$ cat src/rtl/fifo_arb_pkg.sv
`default_nettype none
// +--------------------------------------------------------------------------+
// | Module      : fifo_arb_pkg                                               |
// | Description : Shared types and constants for the FIFO write-port arbiter.|
// |               Provides the arbiter state encoding, the default requester |
// |               count and burst length, and a reference round-robin picker |
// |               (rr_first) usable by any block needing the same ordering.  |
// | Macros      : WIDTH (default data width, 8 when not supplied)            |
// | Revision    : 1.0 - initial release                                      |
// +--------------------------------------------------------------------------+
`ifndef WIDTH
`define WIDTH 8
`endif

package fifo_arb_pkg;

  typedef enum logic [0:0] {
    IDLE = 1'b0,
    LOCK = 1'b1
  } arb_state_e;

  localparam int C_DEF_NUM_REQ   = 4;
  localparam int C_DEF_BURST_LEN = 1;
  localparam int C_MAX_REQ       = 8;

  // One-hot of the first set bit of req when scanning ptr, ptr+1, ...
  // modulo num_req. Bits at or above num_req are ignored.
  function automatic logic [C_MAX_REQ-1:0] rr_first(
    input logic [C_MAX_REQ-1:0] req,
    input int unsigned          ptr,
    input int unsigned          num_req
  );
    logic [C_MAX_REQ-1:0] oh;
    logic                 found;
    int unsigned          idx;
    oh    = '0;
    found = 1'b0;
    for (int unsigned k = 0; k < C_MAX_REQ; k++) begin
      idx = (ptr + k) % num_req;
      if (!found && (k < num_req) && req[idx[2:0]]) begin
        oh[idx[2:0]] = 1'b1;
        found        = 1'b1;
      end
    end
    return oh;
  endfunction

endpackage
`default_nettype wire

$ cat src/rtl/fifo_wr_arbiter_if.sv
`default_nettype none
// +--------------------------------------------------------------------------+
// | Module      : fifo_wr_arbiter_if                                         |
// | Description : Bundle between NUM_REQ producers, the arbiter and the FIFO |
// |               write port.                                                |
// |   req       producers -> arbiter   per-requester valid                   |
// |   req_data  producers -> arbiter   beat of requester i at [i*WIDTH+:W]   |
// |   gnt       arbiter -> producers   one-hot accept                        |
// |   full      FIFO -> arbiter        FIFO full                             |
// |   overflow  FIFO -> arbiter        FIFO overflow (design error)          |
// |   wr_en     arbiter -> FIFO        write enable                          |
// |   wdata     arbiter -> FIFO        write data                            |
// |   ovf_err   arbiter -> system      sticky overflow flag                  |
// |   beat_cnt  arbiter -> system      per-requester accepted-beat counters  |
// | Modports    : master = producer/FIFO environment, slave = arbiter        |
// | Revision    : 1.0 - initial release                                      |
// +--------------------------------------------------------------------------+
`ifndef WIDTH
`define WIDTH 8
`endif

interface fifo_wr_arbiter_if
  import fifo_arb_pkg::*;
#(
  parameter int NUM_REQ = C_DEF_NUM_REQ,
  parameter int WIDTH   = `WIDTH,
  parameter int CNT_W   = 16
);

  logic [NUM_REQ-1:0]       req;
  logic [NUM_REQ*WIDTH-1:0] req_data;
  logic [NUM_REQ-1:0]       gnt;
  logic                     full;
  logic                     overflow;
  logic                     wr_en;
  logic [WIDTH-1:0]         wdata;
  logic                     ovf_err;
  logic [NUM_REQ*CNT_W-1:0] beat_cnt;

  // Environment side: producers plus the FIFO status lines.
  modport master (
    output req, req_data, full, overflow,
    input  gnt, wr_en, wdata, ovf_err, beat_cnt
  );

  // Arbiter side.
  modport slave (
    input  req, req_data, full, overflow,
    output gnt, wr_en, wdata, ovf_err, beat_cnt
  );

endinterface
`default_nettype wire

$ cat src/rtl/fifo_rr_pick.sv
`default_nettype none
// +--------------------------------------------------------------------------+
// | Module      : fifo_rr_pick                                               |
// | Description : Combinational round-robin picker. Rotates req so that bit  |
// |               i_ptr lands at position 0, isolates the lowest set bit,    |
// |               and rotates the result back.                               |
// |   i_req   in   NUM_REQ   request vector                                  |
// |   i_ptr   in   PTR_W     highest-priority index                          |
// |   o_pick  out  NUM_REQ   one-hot winner (zero when no request)           |
// | Revision    : 1.0 - initial release                                      |
// +--------------------------------------------------------------------------+
module fifo_rr_pick
  import fifo_arb_pkg::*;
#(
  parameter int NUM_REQ = C_DEF_NUM_REQ,
  parameter int PTR_W   = (NUM_REQ > 1) ? $clog2(NUM_REQ) : 1
) (
  input  wire logic [NUM_REQ-1:0] i_req,
  input  wire logic [PTR_W-1:0]   i_ptr,
  output logic      [NUM_REQ-1:0] o_pick
);

  logic [NUM_REQ-1:0] w_rot;
  logic [NUM_REQ-1:0] w_rot_pick;

  function automatic logic [PTR_W-1:0] f_wrap(input int a);
    return PTR_W'(a % NUM_REQ);
  endfunction

  // Rotate right by i_ptr: w_rot[j] is requester (j + ptr) mod NUM_REQ.
  always_comb begin
    w_rot = '0;
    for (int j = 0; j < NUM_REQ; j++) begin
      w_rot[j] = i_req[f_wrap(j + int'(i_ptr))];
    end
  end

  // Two's-complement trick keeps only the lowest set bit.
  assign w_rot_pick = w_rot & (~w_rot + NUM_REQ'(1));

  // Rotate back into requester numbering.
  always_comb begin
    o_pick = '0;
    for (int j = 0; j < NUM_REQ; j++) begin
      o_pick[f_wrap(j + int'(i_ptr))] = w_rot_pick[j];
    end
  end

endmodule
`default_nettype wire

$ cat src/rtl/fifo_wr_arbiter.sv
`default_nettype none
// +--------------------------------------------------------------------------+
// | Module      : fifo_wr_arbiter                                            |
// | Description : Round-robin arbiter sharing one FIFO write port among      |
// |               NUM_REQ producers, with optional burst lock (BURST_LEN>1)  |
// |               keeping an owner's beats contiguous. Zero-latency data     |
// |               pass-through; grants are combinational and never issued    |
// |               while the FIFO is full or reset is asserted.               |
// |   wr_clk   in   1     write-side clock                                   |
// |   res      in   1     synchronous active-high reset                      |
// |   bus      slave     req/req_data/full/overflow in,                      |
// |                      gnt/wr_en/wdata/ovf_err/beat_cnt out                |
// | Macros      : FIFO_ARB_STATS_EN - build saturating per-requester beat    |
// |               counters; when undefined beat_cnt is tied to zero.         |
// | Revision    : 1.0 - initial release                                      |
// +--------------------------------------------------------------------------+
`ifndef WIDTH
`define WIDTH 8
`endif

module fifo_wr_arbiter
  import fifo_arb_pkg::*;
#(
  parameter int NUM_REQ   = C_DEF_NUM_REQ,
  parameter int WIDTH     = `WIDTH,
  parameter int BURST_LEN = C_DEF_BURST_LEN,
  parameter int CNT_W     = 16
) (
  input wire logic   wr_clk,
  input wire logic   res,
  fifo_wr_arbiter_if.slave bus
);

  localparam int C_PTR_W  = (NUM_REQ > 1) ? $clog2(NUM_REQ) : 1;
  localparam int C_BEAT_W = $clog2(BURST_LEN + 1);
  localparam logic [C_PTR_W-1:0]  C_LAST_REQ     = C_PTR_W'(NUM_REQ - 1);
  localparam logic [C_BEAT_W-1:0] C_BURST_PENULT = C_BEAT_W'(BURST_LEN - 1);

  arb_state_e          r_state_q, w_state_d;
  logic [C_PTR_W-1:0]  r_ptr_q, w_ptr_d;
  logic [C_PTR_W-1:0]  r_owner_q, w_owner_d;
  logic [C_BEAT_W-1:0] r_beats_q, w_beats_d;
  logic                r_ovf_err_q, w_ovf_err_d;

  logic [NUM_REQ-1:0]  w_pick;
  logic [NUM_REQ-1:0]  w_gnt;
  logic [C_PTR_W-1:0]  w_win_idx;
  logic [WIDTH-1:0]    w_wdata;
  logic                w_owner_req;
  logic                w_wr_en;

  function automatic logic [C_PTR_W-1:0] f_next(input logic [C_PTR_W-1:0] idx);
    return (idx == C_LAST_REQ) ? '0 : idx + C_PTR_W'(1);
  endfunction

  fifo_rr_pick #(
    .NUM_REQ (NUM_REQ),
    .PTR_W   (C_PTR_W)
  ) u_rr_pick (
    .i_req  (bus.req),
    .i_ptr  (r_ptr_q),
    .o_pick (w_pick)
  );

  assign w_owner_req = bus.req[r_owner_q];

  // Grant: nothing while full or in reset; during a burst only the owner.
  always_comb begin
    w_gnt = '0;
    if (!res && !bus.full) begin
      if (r_state_q == IDLE) begin
        w_gnt = w_pick;
      end else if (w_owner_req) begin
        w_gnt[r_owner_q] = 1'b1;
      end
    end
  end

  assign w_wr_en = |(bus.req & w_gnt);

  // Winner index and data mux from the one-hot grant.
  always_comb begin
    w_win_idx = '0;
    w_wdata   = '0;
    for (int i = 0; i < NUM_REQ; i++) begin
      if (w_gnt[i]) begin
        w_win_idx = C_PTR_W'(i);
        w_wdata   = bus.req_data[i*WIDTH +: WIDTH];
      end
    end
  end

  always_comb begin
    w_state_d   = r_state_q;
    w_ptr_d     = r_ptr_q;
    w_owner_d   = r_owner_q;
    w_beats_d   = r_beats_q;
    w_ovf_err_d = r_ovf_err_q | bus.overflow;
    case (r_state_q)
      IDLE: begin
        if (w_wr_en) begin
          w_beats_d = C_BEAT_W'(1);
          if (BURST_LEN > 1) begin
            w_state_d = LOCK;
            w_owner_d = w_win_idx;
          end else begin
            w_ptr_d = f_next(w_win_idx);
          end
        end
      end
      LOCK: begin
        // A full FIFO freezes the burst in place; otherwise either the
        // owner supplies a beat or its dropped request ends the burst.
        if (!bus.full) begin
          if (w_owner_req) begin
            w_beats_d = r_beats_q + C_BEAT_W'(1);
            if (r_beats_q == C_BURST_PENULT) begin
              w_state_d = IDLE;
              w_ptr_d   = f_next(r_owner_q);
            end
          end else begin
            w_state_d = IDLE;
            w_ptr_d   = f_next(r_owner_q);
          end
        end
      end
      default: w_state_d = IDLE;
    endcase
  end

  always_ff @(posedge wr_clk) begin
    if (res) begin
      r_state_q   <= IDLE;
      r_ptr_q     <= '0;
      r_owner_q   <= '0;
      r_beats_q   <= '0;
      r_ovf_err_q <= 1'b0;
    end else begin
      r_state_q   <= w_state_d;
      r_ptr_q     <= w_ptr_d;
      r_owner_q   <= w_owner_d;
      r_beats_q   <= w_beats_d;
      r_ovf_err_q <= w_ovf_err_d;
    end
  end

  assign bus.gnt     = w_gnt;
  assign bus.wr_en   = w_wr_en;
  assign bus.wdata   = w_wdata;
  assign bus.ovf_err = r_ovf_err_q;

`ifdef FIFO_ARB_STATS_EN
  logic [CNT_W-1:0] r_cnt_q [NUM_REQ];
  logic [CNT_W-1:0] w_cnt_d [NUM_REQ];

  // Saturating accepted-beat counters.
  always_comb begin
    for (int i = 0; i < NUM_REQ; i++) begin
      w_cnt_d[i] = r_cnt_q[i];
      if (bus.req[i] && w_gnt[i] && !(&r_cnt_q[i])) begin
        w_cnt_d[i] = r_cnt_q[i] + CNT_W'(1);
      end
    end
  end

  always_ff @(posedge wr_clk) begin
    for (int i = 0; i < NUM_REQ; i++) begin
      if (res) begin
        r_cnt_q[i] <= '0;
      end else begin
        r_cnt_q[i] <= w_cnt_d[i];
      end
    end
  end

  always_comb begin
    bus.beat_cnt = '0;
    for (int i = 0; i < NUM_REQ; i++) begin
      bus.beat_cnt[i*CNT_W +: CNT_W] = r_cnt_q[i];
    end
  end
`else
  assign bus.beat_cnt = {(NUM_REQ*CNT_W){1'b0}};
`endif

endmodule
`default_nettype wire
$ cat src/flat_wrapper.sv
// flat-port wrapper written by rule: the top's interface ports become plain ports
module fifo_wr_arbiter_flat import fifo_arb_pkg::*;
#(
  parameter int NUM_REQ   = C_DEF_NUM_REQ,
  parameter int WIDTH     = `WIDTH,
  parameter int BURST_LEN = C_DEF_BURST_LEN,
  parameter int CNT_W     = 16
)
  (wr_clk, res, bus_req, bus_req_data, bus_full, bus_overflow, bus_gnt, bus_wr_en, bus_wdata, bus_ovf_err, bus_beat_cnt);
  fifo_wr_arbiter_if #(.NUM_REQ(NUM_REQ), .WIDTH(WIDTH), .CNT_W(CNT_W)) bus_i ();
  input wire logic wr_clk;
  input wire logic res;
  input wire logic [$bits(bus_i.req)-1:0] bus_req;
  input wire logic [$bits(bus_i.req_data)-1:0] bus_req_data;
  input wire logic [$bits(bus_i.full)-1:0] bus_full;
  input wire logic [$bits(bus_i.overflow)-1:0] bus_overflow;
  output wire logic [$bits(bus_i.gnt)-1:0] bus_gnt;
  output wire logic [$bits(bus_i.wr_en)-1:0] bus_wr_en;
  output wire logic [$bits(bus_i.wdata)-1:0] bus_wdata;
  output wire logic [$bits(bus_i.ovf_err)-1:0] bus_ovf_err;
  output wire logic [$bits(bus_i.beat_cnt)-1:0] bus_beat_cnt;
  assign bus_i.req = bus_req;
  assign bus_i.req_data = bus_req_data;
  assign bus_i.full = bus_full;
  assign bus_i.overflow = bus_overflow;
  assign bus_gnt = bus_i.gnt;
  assign bus_wr_en = bus_i.wr_en;
  assign bus_wdata = bus_i.wdata;
  assign bus_ovf_err = bus_i.ovf_err;
  assign bus_beat_cnt = bus_i.beat_cnt;
  fifo_wr_arbiter #(.NUM_REQ(NUM_REQ), .WIDTH(WIDTH), .BURST_LEN(BURST_LEN), .CNT_W(CNT_W)) u_core (.wr_clk(wr_clk), .res(res), .bus(bus_i));
endmodule
$ cat config.mk
export PLATFORM = sky130hd
export DESIGN_NAME = fifo_wr_arbiter_flat
export DESIGN_NICKNAME = d
export VERILOG_FILES = /design/src/rtl/fifo_arb_pkg.sv /design/src/rtl/fifo_wr_arbiter_if.sv /design/src/rtl/fifo_rr_pick.sv /design/src/rtl/fifo_wr_arbiter.sv /design/src/flat_wrapper.sv
export SDC_FILE = /design/constraint.sdc
export NUM_CORES = 1
export LEC_CHECK = 0
export ABC_AREA = 1
export BUFFER_PORTS_ARGS = -buffer_cell sky130_fd_sc_hd__buf_2
export CORE_ASPECT_RATIO = 1.5
export CORE_MARGIN = 2
export CORE_UTILIZATION = 25
export DETAILED_ROUTE_END_ITERATION = 7
export SETUP_SLACK_MARGIN = 0.1
export SLEW_MARGIN = 25
export SYNTH_ARGS = -nofsm -noshare
export SYNTH_HDL_FRONTEND = slang
export SYNTH_SLANG_ARGS = --single-unit
$ cat constraint.sdc
create_clock -name wr_clk -period 6.35 [get_ports wr_clk]
set_input_delay 1.27 -clock wr_clk [delete_from_list [all_inputs] [get_ports wr_clk]]
set_output_delay 1.27 -clock wr_clk [all_outputs]
set_load 0.005 [all_outputs]
=== Word-level counts from Yosys, hierarchy flattened ===
Cells that the tools add are included.

* Bits of input ports: 40
* Output and inout port bits: 78
* Register bits: 5

* Equality and inequality tests: 5
* Order comparisons: 8
* Multiplexer cells: 42
* Bitwise gates (word level): 6
* Reductions and logical operators: 11
* $add $sub $neg: 6

{| class="wikitable"
|+ Operators with widths
! cell !! number
|-
| $mux 8 || 4
|-
| $mux 1 || 16
|-
| $mux 2 || 7
|-
| $and 4x4->4 || 3
|-
| $bwmux 4 || 3
|-
| $lt 2x3->1 const B || 4
|-
| $bmux 1 s2 || 4
|-
| $demux 1 s2 || 4
|-
| $ge 2x1->1 const B || 4
|-
| $mux 4 || 2
|-
| $ne 2x2->1 const B || 3
|-
| $reduce_and 3->1 || 2
|-
| $logic_and 1x1->1 || 5
|-
| $add 2x2->2 const A || 2
|-
| $add 4x1->4 const B || 1
|-
| $not 4->4 || 1
|-
| $pmux 2 s2 || 1
|-
| $reduce_or 4->1 || 1
|-
| $ne 3x3->1 const B || 1
|-
| $add 1x2->2 const A || 1
|-
| $add 2x1->2 const B || 1
|-
| $eq 2x2->1 const B || 1
|-
| $logic_not 1->1 || 2
|-
| $pmux 1 s2 || 1
|-
| 4 further kinds || 4
|}

=== Longest topological paths before layout ===
* Depth after elaboration: 19
* Mapped depth: 17
* Depth with buffers taken out: 17

=== Hierarchy ===
A second synthesis with hierarchy kept.

* Cells, all modules: 248
* Area, all modules: 1536.5 sq um

{| class="wikitable"
|+ By module, submodules not included
! module !! area each (sq um) !! times used !! cells each !! sequential area each (sq um)
|-
| fifo_wr_arbiter || 1081.0 || 1 || 166 || 100.1
|-
| fifo_rr_pick || 455.4 || 1 || 82 || 0.0
|}

=== Least setup slack after synthesis ===
No wires, ideal clock.

* Kind: input to output
* Start: input port bus_req[3]
* End: output port bus_wdata[2]
* Stages: 14
* Data arrival time: 2487 ps
* Path buffers: 0
* Data required time: 5080 ps
* Slack: 2593 ps
* Path through: nand2_1 -> nand3_2 -> nand2_4 -> nand2_1 -> nand2_1 -> nand2_1 -> nand3_1 -> nand2_1 -> clkinv_2 -> nor2_4 -> nand2_1 -> nand3_1 -> a31oi_1 -> nor2_1

{| class="wikitable"
|+ RTL lines
! element !! RTL line !! RTL
|-
| start: declaration || flat_wrapper.sv:13 || <nowiki>input wire logic [$bits(bus_i.req)-1:0] bus_req;</nowiki>
|-
| $bmux 1 s2 || fifo_rr_pick.sv:34 || <nowiki>w_rot[j] = i_req[f_wrap(j + int'(i_ptr))];</nowiki>
|-
| $mux 1 (not written as such) || fifo_rr_pick.sv:34 ||
|-
| $not 4->4 || fifo_rr_pick.sv:39 || <nowiki>assign w_rot_pick = w_rot & (~w_rot + NUM_REQ'(1));</nowiki>
|-
| $add 4x1->4 || fifo_rr_pick.sv:39 ||
|-
| $and 4x4->4 * || fifo_rr_pick.sv:39 ||
|-
| $and 4x4->4 (no line) || n/a ||
|-
| $bwmux 4 (2 in series) || fifo_rr_pick.sv:45 || <nowiki>o_pick[f_wrap(j + int'(i_ptr))] = w_rot_pick[j];</nowiki>
|-
| $bwmux 4 * || fifo_rr_pick.sv:45 ||
|-
| $mux 4 * || fifo_wr_arbiter.sv:71 || <nowiki>if (r_state_q == IDLE) begin</nowiki>
|-
| $mux 4 * || fifo_wr_arbiter.sv:70 || <nowiki>if (!res && !bus.full) begin</nowiki>
|-
| via bus_gnt[2] || flat_wrapper.sv:17 || <nowiki>output wire logic [$bits(bus_i.gnt)-1:0] bus_gnt;</nowiki>
|-
| $mux 8 * (2 in series) || fifo_wr_arbiter.sv:86 || <nowiki>if (w_gnt[i]) begin</nowiki>
|-
| end: declaration || flat_wrapper.sv:19 || <nowiki>output wire logic [$bits(bus_i.wdata)-1:0] bus_wdata;</nowiki>
|}

Mark *: on every way through the listed nets, which the timed path passes. The rest lies on a longest branch. The select of a mux whose other input is x is not followed.

=== Worst setup path in the final report ===
* Start: input port bus_req[1]
* End: output port bus_wdata[0]

* Longest elaborated chain between the ends: 15

{| class="wikitable"
|+ RTL lines
! element !! RTL line
|-
| $bmux 1 s2 || fifo_rr_pick.sv:34
|-
| $mux 1 (not written as such) || fifo_rr_pick.sv:34
|-
| $not 4->4 || fifo_rr_pick.sv:39
|-
| $add 4x1->4 || fifo_rr_pick.sv:39
|-
| $and 4x4->4 * || fifo_rr_pick.sv:39
|-
| $and 4x4->4 (no line) || n/a
|-
| $bwmux 4 (2 in series) || fifo_rr_pick.sv:45
|-
| $bwmux 4 * || fifo_rr_pick.sv:45
|-
| $mux 4 * || fifo_wr_arbiter.sv:71
|-
| $mux 4 * || fifo_wr_arbiter.sv:70
|-
| $mux 8 (3 in series) || fifo_wr_arbiter.sv:86
|-
| $mux 8 * || fifo_wr_arbiter.sv:86
|}

Mark *: on every way between the ends. The rest lies on a longest branch, timed or not. The select of a mux whose other input is x is not followed.

==> results by group <==
Status
  • Status: finished clean

Global route
  • Vias in the first global route: 1342
  • Pin count of the biggest net entering global routing: 19
  • First-pass GRT wire length: 5.59 mm
  • GRT Residual Overflow: 0
  • Tot GR Track Use: 10.5%
  • Antenna violations before repair: 0

Synth
  • Synth unique cells: 22
  • Synth warn: 0
  • Ys async rst share: 0%
  • Syn Area/Cell: 5.88 sq um
  • Area leader, netlist: buf_4
  • Yosys reg bits: 5
  • Cell area after synthesis: 0.00147 sq mm
  • Top post-synthesis cells by area: buf_4 33%, nand2_1 15%, nor2_1 8.2%, nand3_1 7.5%, dfxtp_1 6.8%
  • Post-synth top area share: 32.7%
  • Post-synth EDFFs: 0
  • Post-synth top flop: dfxtp_1
  • Post-synthesis sequential area ratio: 6.81%
  • Mapped Cells: 250

Final layout
  • Final instance area: 0.00162 sq mm
  • Layout cell share with drive strength beyond 1: 24.3%
  • Commonest non-fill, non-tap cell in the layout: conb_1
  • ANT cells: 0
  • Commonest cells after routing, fill and taps aside: 64 x conb_1, 60 x nand2_1, 53 x buf_2
  • Nets: 353
  • Area growth syn-to-layout: 10.3%

Critical path
  • Biggest cell delay along the critical path: 230 ps
  • R2R Setup Slk: 3640 ps
  • Startpoint types: input pin
  • RR Endpoint: u_core.r_ptr_q[0]
  • Crit end category: output port
  • Worst-path maximum fanout: 10
  • R2r worst-path depth: 17
  • CP required: 5080 ps
  • Arr. time, crit path: 2950 ps
  • Crit path cell chain: buf_2 -> nand2_1 -> nand3_2 -> nand2_4 -> nand2_1 -> nand2_1 -> nand2_1 -> nand3_1 -> nand2_1 -> clkinv_2 -> nor2_4 -> nand2_1 -> nand3_1 -> a31oi_1 -> nor2_1 -> buf_2
  • Crit Path Class: in -> out
  • Critical path's most frequent cell: nand2_1
  • R2R Path Start: u_core.r_ptr_q[0]
  • Slowest CP cell: nor2_4

Min path
  • Hold depth: 2
  • HP Start: u_core.r_beats_q
  • Worst Hold End: u_core.r_beats_q
  • Hold crit path type: reg -> reg

Route
  • Avg WL per Cell: 9.31 microns
  • Final wirelength: 3.51 mm
  • Via/cell ratio: 4.03
  • Remaining DRCs: 0
  • Drt pass-1 iters: 4
  • DR iter-0 viols: 45
  • Antenna Nets Post-Route: 0
  • Vias: 1518

STA
  • Final setup fails: 0
  • Max frequency: 0.237 GHz
  • Fin Clk Skew: 2.65 ps
  • RSZ-0062 raised after global routing: no
  • Final slew viol count: 0
  • Crit share post-route: 66.5%
  • Final setup TNS: 0 ps
  • PnR worst setup slack: 2130 ps
  • Post-route minimum period: 4220 ps
  • Hold Fails Final Rpt: 0

Placement
  • Placed wire-length estimate: 3.09 mm
  • Port-buffer cells: 53
  • Routability cong.: 0.901
  • DP Worst Slack: 2110 ps
  • DP Area: 0.00158 sq mm

Clock tree
  • Maximum root-to-sink buffer count: 2
  • Clock sinks: 5
  • Post CTS Setup Buffer Count: 0
  • Clock slew at reported path FFs: 30 ps
  • Hold Buf Count CTS: 0
  • CTS tree: done
  • Num CTS Buffers: 3
  • Clock latency on the worst-skew pair: 220 ps
  • Clock root cell: clkbuf_8
  • Post-CTS sizing: 0
  • H-tree depth: 1

Pwr
  • Cell Pwr Density: 244 mW/mm^2
  • Peak VDD IR: 0.137 mV
  • Leak pwr: 0.00100 uW

Floorplanning
  • Die ar.: 0.00652 sq mm
  • Die Y: 97.9 microns
  • Initial Util: 25.6%
  • DIE WIDTH: 66.6 microns
  • Io pins: 118
  • Rows: 34
  • Core area: 0.00574 sq mm

Flow run
  • Max-cap violation count: 0
## routing by layer
metal	vias to the layer above	global-route usage [%]	routed length, microns
li1	770	-	-
met1	647	10.5	1200
met2	92	20.1	1870
met3	9	1.27	319
met4	0	5.34	119
met5	-	0	0
## worst max-delay path, delay by kind of cell
family | cells | cell delay (ps)
AO/OA/AOI/OAI | 1 | 50
buffers and inverters | 3 | 390
AND/OR/NAND/NOR | 12 | 1210
## through the flow
stage	hold WS (ps)	cells	util, %	total power [uW]
6_report	474	377	28.2	396
5_1_grt	516	377	28.2	450
4_1_cts	475	377	28.2	400
3_5_place_dp	469	373	27.4	340
3_3_place_gp	451	373	27.4	340
2_1_floorplan	444	313	-	285
## logic make-up (layout without fill, tap and decap cells)
kind of cell | Yosys count | in the layout | share of synthesized area [%]
buf+inv | 87 | 79 | 38.8
flops | 5 | 5 | 6.81
other cells | 1 | 64 | 0.255
compound gates | 18 | 18 | 6.98
simple gates | 132 | 132 | 41.2
fa+ha+maj | 7 | 7 | 5.96
## worst max path at each step
| stage | start | to | slack [ps] |
|---|---|---|---|
| 2_1_floorplan | bus_req[3] | bus_wdata[2] | 2590 |
| 3_3_place_gp | bus_req[1] | bus_wdata[2] | 2140 |
| 3_5_place_dp | bus_req[1] | bus_wdata[0] | 2110 |
| 4_1_cts | bus_req[1] | bus_wdata[0] | 2100 |
| 5_1_grt | bus_req[1] | bus_wdata[4] | 1800 |
| 6_report | bus_req[1] | bus_wdata[0] | 2130 |
## cell usage after synthesis, types with 2 or more instances
| cell | number |
|---|---|
| ha_1 | 7 |
| inv_1 | 19 |
| nor2_4 | 3 |
| nand2_1 | 60 |
| inv_2 | 2 |
| nand3_2 | 3 |
| nand2_4 | 2 |
| dfxtp_1 | 5 |
| nand3_1 | 22 |
| a21oi_1 | 6 |
| nand4_1 | 2 |
| nor2_1 | 32 |
| nor2_2 | 4 |
| nand2_2 | 3 |
| a31oi_1 | 8 |
| buf_4 | 64 |
| o21ai_0 | 3 |
## registers in the layout, indices dropped and copies added, names as in the netlist
register / cells
u_core.r_ptr_q: 2
u_core.r_state_q: 1
u_core.bus.ovf_err: 1
u_core.r_beats_q: 1
## cell type report
type / count / area (sq um)
inverter: 22 / 83.8
clock buffer: 4 / 45.0
tap: 72 / 90.1
sequential: 5 / 100
fill: 668 / 4120
timing repair buffer: 53 / 265
multi-input combinational: 221 / 1040
## report_power, final
group | switching [uW] | total, uW | internal (uW)
Sequential | 10.7 | 48.1 | 37.4
Clock | 15.3 | 58.3 | 43.1
Combinational | 184 | 289 | 106
Total | 210 | 396 | 186
Power figures use the tool's default switching activity.
